[src/rtl/instr_fetch_unit.sv]
// Instruction fetch stage: PC register, req/ack fetch from instruction memory,
// instruction hold for execute. Optional fetch watchdog enabled by IFU_TIMEOUT_EN.
module instr_fetch_unit #(
    parameter logic [31:0] RESET_PC       = 32'h0000_0000,
    parameter int          TIMEOUT_CYCLES = 16
) (
    input  logic        clk,
    input  logic        rst_n,
    output logic        imem_req,
    output logic [31:0] imem_addr,
    input  logic        imem_ack,
    input  logic [31:0] imem_rdata,
    input  logic        stall_i,
    input  logic        branch_i,
    input  logic        zero_i,
    input  logic        jump_i,
    output logic [31:0] pc,
    output logic [31:0] pc_plus4,
    output logic [31:0] instr,
    output logic [5:0]  opcode,
    output logic [4:0]  rs,
    output logic [4:0]  rt,
    output logic [4:0]  rd,
    output logic [15:0] imm,
    output logic        instr_valid,
    output logic        retire,
    output logic        fetch_err
);

    if (TIMEOUT_CYCLES < 2 || TIMEOUT_CYCLES > 255) begin : g_timeout_range
        $error("instr_fetch_unit: TIMEOUT_CYCLES must be within 2..255");
    end

    typedef enum logic [1:0] {IDLE, FETCH, EXEC} state_t;

    state_t      state_q, state_d;
    logic [31:0] pc_q, pc_d;
    logic [31:0] instr_q, instr_d;
    logic [31:0] next_pc;

`ifdef IFU_TIMEOUT_EN
    logic [7:0]  cnt_q, cnt_d;
    logic        fetch_err_q, fetch_err_d;
    logic        timeout;

    // cnt_q counts ack-less FETCH cycles already elapsed, so this is the last allowed one
    assign timeout   = (cnt_q == 8'(TIMEOUT_CYCLES - 1));
    assign fetch_err = fetch_err_q;
`else
    assign fetch_err = 1'b0;
`endif

    assign pc_plus4 = pc_q + 32'd4;

    always_comb begin
        next_pc = pc_plus4;
        if (jump_i) begin
            next_pc = {pc_plus4[31:28], instr_q[25:0], 2'b00};
        end else if (branch_i && zero_i) begin
            next_pc = pc_plus4 + {{14{instr_q[15]}}, instr_q[15:0], 2'b00};
        end
    end

    always_comb begin
        state_d = state_q;
        pc_d    = pc_q;
        instr_d = instr_q;
`ifdef IFU_TIMEOUT_EN
        cnt_d       = cnt_q;
        fetch_err_d = fetch_err_q;
`endif
        case (state_q)
            IDLE: begin
                state_d = FETCH;
`ifdef IFU_TIMEOUT_EN
                cnt_d = 8'd0;
`endif
            end
            FETCH: begin
                if (imem_ack) begin
                    instr_d = imem_rdata;
                    state_d = EXEC;
                end
`ifdef IFU_TIMEOUT_EN
                else if (timeout) begin
                    instr_d     = 32'h0000_0000;
                    fetch_err_d = 1'b1;
                    state_d     = EXEC;
                end else begin
                    cnt_d = cnt_q + 8'd1;
                end
`endif
            end
            EXEC: begin
                if (!stall_i) begin
                    pc_d    = next_pc;
                    state_d = FETCH;
`ifdef IFU_TIMEOUT_EN
                    cnt_d = 8'd0;
`endif
                end
            end
            default: state_d = IDLE;
        endcase
    end

    always_ff @(posedge clk or negedge rst_n) begin
        if (!rst_n) begin
            state_q <= IDLE;
            pc_q    <= RESET_PC;
            instr_q <= 32'h0000_0000;
`ifdef IFU_TIMEOUT_EN
            cnt_q       <= 8'd0;
            fetch_err_q <= 1'b0;
`endif
        end else begin
            state_q <= state_d;
            pc_q    <= pc_d;
            instr_q <= instr_d;
`ifdef IFU_TIMEOUT_EN
            cnt_q       <= cnt_d;
            fetch_err_q <= fetch_err_d;
`endif
        end
    end

    assign imem_req    = (state_q == FETCH);
    assign imem_addr   = pc_q;
    assign pc          = pc_q;
    assign instr       = instr_q;
    assign opcode      = instr_q[31:26];
    assign rs          = instr_q[25:21];
    assign rt          = instr_q[20:16];
    assign rd          = instr_q[15:11];
    assign imm         = instr_q[15:0];
    assign instr_valid = (state_q == EXEC);
    assign retire      = (state_q == EXEC) && !stall_i;

endmodule

[config.mk]
export PLATFORM = sky130hd
export DESIGN_NAME = instr_fetch_unit
export DESIGN_NICKNAME = d
export VERILOG_FILES = /design/src/rtl/instr_fetch_unit.sv
export SDC_FILE = /design/constraint.sdc
export NUM_CORES = 1
export LEC_CHECK = 0
export ABC_AREA = 1
export BUFFER_PORTS_ARGS = -buffer_cell sky130_fd_sc_hd__clkbuf_2
export CORE_MARGIN = 1
export CORE_UTILIZATION = 54
export CTS_CLUSTER_DIAMETER = 150
export DETAILED_ROUTE_END_ITERATION = 6
export GPL_ROUTABILITY_DRIVEN = 0
export PLACE_DENSITY = 0.94
export SETUP_SLACK_MARGIN = 0.02
export SLEW_MARGIN = 30
export SYNTH_ARGS = -nofsm -noshare
export SYNTH_HDL_FRONTEND = slang
export SYNTH_SLANG_ARGS = --single-unit
export TNS_END_PERCENT = 100
[constraint.sdc]
create_clock -name clk -period 3.7 [get_ports clk]
set_input_delay 0.74 -clock clk [delete_from_list [all_inputs] [get_ports clk]]
set_output_delay 0.74 -clock clk [all_outputs]
set_load 0.005 [all_outputs]
==> summary.md <==
| Metric | Value |
|---|---|
| Die Span Y | ~120 um |
| Critical path's most frequent cell | nand2_1 |
| Crit. End Element | register |
| Initial DRC Count | 1079 |
| Worst-path maximum fanout | 6 |
| Vias in the first global route | 6896 |
| Synth cell count leaders | 386 x nand2_1, 170 x inv_1, 97 x nor2_1, 77 x nand3_1, 74 x buf_4 |
| Fin crit period | 3440 ps |
| Reg2Reg Depth | 16 |
| Sequential fraction of the synthesis area | 0.230 |
| Total grt overflow | 0 |
| TritonRoute pass-1 iters | 7 |
| YS warnings | 0 |
| Cts bufs inserted | 9 |
| Crit-path slowest cell | dfrtp_1 |
| Synth top area cells | dfrtp_1 23%, nand2_1 21%, inv_1 9.2%, buf_4 8.0%, ha_1 6.5% |
| Nets@finish | about 1300 |
| Achievable clock frequency | 0.291 GHz |
| Clock Sinks | 64 |
| Die ar. | ~0.013 mm^2 |
| Total negative slack | 0 ps |
| CP delay by family, top | simple AND/OR/NAND/NOR gates |
| # DRC | 15 |
| CP cell instances | nand2_1, nor2_1, nand2_1, nor2_2, xor2_1, ha_1, nand2_1, inv_1, nand2_1, nand2_1, nand3b_1, or2_2, nand3_1, nand3_1, nand2_1, nand2_1 |
| Worst slew margin | 0.420 |
| PortBufs | 200 |
| Most frequent cell after synthesis | nand2_1 |
| Vias | 7801 |
| Outcome | finished, violations left |
| Initial antenna violation count | 0 |
| Final hold slack | 423 ps |
| Pin count of the biggest net entering global routing | 51 |
| Clock skew | 8.92 ps |
| Mapped Avg Cell Area | 6.28 um^2 |
| Vias per cell | 5.49 |
| Failing checks | design-rule violations |
| TritonCTS clock tree | done |
| Min-delay worst type | in -> async |
| Die X | 116 um |
| Slew Limit Fails | 0 |
| Fill cells | 1100 |
| Post-synth design cell area | slightly below 0.007 mm^2 |
| Worst skew pair latency | 330 ps |
| ANT nets after route | 0 |
| CTS root buffer | clkbuf_16 |
| Multi-input logic area | 0.00406 mm^2 |
| Fin crit share | 0.929 |
| Synth-to-Final Area Change | 14.0% |
| Yosys reg bits | 64 |
| Row cnt | 41 |
| Share of cells above drive strength 1 | 0.239 |
| Clock Tree Buf Depth | 2 |
| Starting Density | 0.552 |
| Worst Setup Path Type | reg -> reg |
| Max Cap Violations | 0 |
| Levels on crit path | 16 |
| Cell variety after synth | 50 |
| # diodes | 0 |
| Gate Count Post-Synth | roughly 1100 |
| Register area | 0.00160 mm^2 |
| Worst-Margin Slew | around 870 ps |
| Clk slew on worst S/H paths | 60 ps |
| Worst path max stage delay | 480 ps |
| Largest area contributor in the netlist | dfrtp_1 |
| CP startpoint | imem_addr[9] |
| Leakage | 4.72 nW |
| Power per cell area | 1070 mW/mm^2 |
| CP bufs+invs | 1 |
| Post-synth EDFFs | 0 |
| VDD IR-drop max | ~660 uV |
| Critical Path Start Type | register |
| HPWL after DPL | 17300 um |
| Worst r2r src | imem_addr[9] |
| Crit path DAT | between 3000 and 4000 ps |
| First-pass GRT wire length | 34700 um |
| Core area | 0.0126 mm^2 |
| Worst endpoint required time | 3920 ps |
| H-tree depth | 3 |
| Ys async rst share | 1.00 |
| Total routed wirelength | 22300 um |
| Ys flop type | dfrtp_1 |
| Setup violations, final | 0 |
| Yosys top cell area share | 0.230 |
| Gr usage total | 0.338 |
| WL/cell | about 16 um |
| IO Count | 208 |
| RSZ-0062 raised after global routing | no |
| Final Hold Fails | 0 |
## where the power goes
part           internal, W  switching, W  leakage [nW]
clock network     0.000610      0.000330         0.155
logic              0.00223       0.00365          3.81
registers          0.00104      0.000609         0.753
total              0.00388       0.00459          4.72
## layout make-up
type,instances,share of cell area
Multi-Input combinational cell,784,0.511
Sequential cell,64,0.202
Timing Repair Buffer,210,0.136
Inverter,174,0.0824
Clock buffer,10,0.0301
Tap cell,172,0.0271
Clock inverter,6,0.0117
## timing repair
| action | in CTS | in global routing |
|---|---|---|
| endpoints found under the setup margin | 0 | 1 |
| hold buffers | 0 | 0 |
| resized for setup | 0 | 2 |
| buffers inserted | 0 | 0 |
## flip-flops by register name (all words and copies together), names as in the netlist
signal	flops
imem_addr	30
instr	32
state_q	2
## placed cells by master, fill, tap and decap left out, types with 9 or more instances in the layout
cell       count
a21oi_1       45
buf_4         11
clkbuf_16      9
clkbuf_2     199
dfrtp_1       64
ha_1          35
inv_1        170
mux2_2        25
nand2_1      386
nand2_2       12
nand3_1       77
nor2_1        97
o21ai_0       14
## kinds of logic (layout without fill, tap and decap cells)
| logic type | after synthesis | count (layout) | synth area share |
|---|---|---|---|
| simple gates | 617 | 617 | 0.378 |
| flops | 64 | 64 | 0.230 |
| compound gates | 81 | 81 | 0.0667 |
| buf+inv | 267 | 400 | 0.192 |
| xor+xnor | 17 | 17 | 0.0246 |
| other cells | 1 | 7 | 0.000539 |
| fa+ha+maj | 37 | 37 | 0.0676 |
| mux | 25 | 25 | 0.0404 |
## worst paths after layout
kind	to	slack (ps)
setup / recovery	imem_addr[14]	260
hold / removal	instr[3]	420
setup reg to reg	imem_addr[14]	260
hold reg to reg	state_q[0]	520
max in group asynchronous	instr[14]	2580
min in group clk	state_q[0]	520
## per-stage QoR
stage	util	area (um^2)	power (W)	std cells	setup slack, ps
floorplan	-	6980	0.00572	1115	915
global placement	0.602	7590	0.00708	1404	512
detailed placement	0.602	7600	0.00727	1404	361
CTS	0.628	7930	0.00826	1420	317
global route	0.629	7940	0.00919	1420	52.1
finish	0.629	7940	0.00847	1420	262
## worst reg2reg max path: cells and delay by family, from the launching register on
kind                     cells  cell delay, ps
buffers and inverters        1              50
adder cells (fa/ha/maj)      1             340
XOR/XNOR                     1             470
AND/OR/NAND/NOR             13            1990
flip-flops                   1             480
## metal layers
| layer | track usage | wire [um] |
|---|---|---|
| met2 | 0.553 | 10200 |
| met3 | 0.0690 | 2810 |
| met4 | 0.197 | 1360 |
| met1 | 0.413 | 7950 |
| met5 | 0 | 0 |
(Power assumes the default switching activity.)
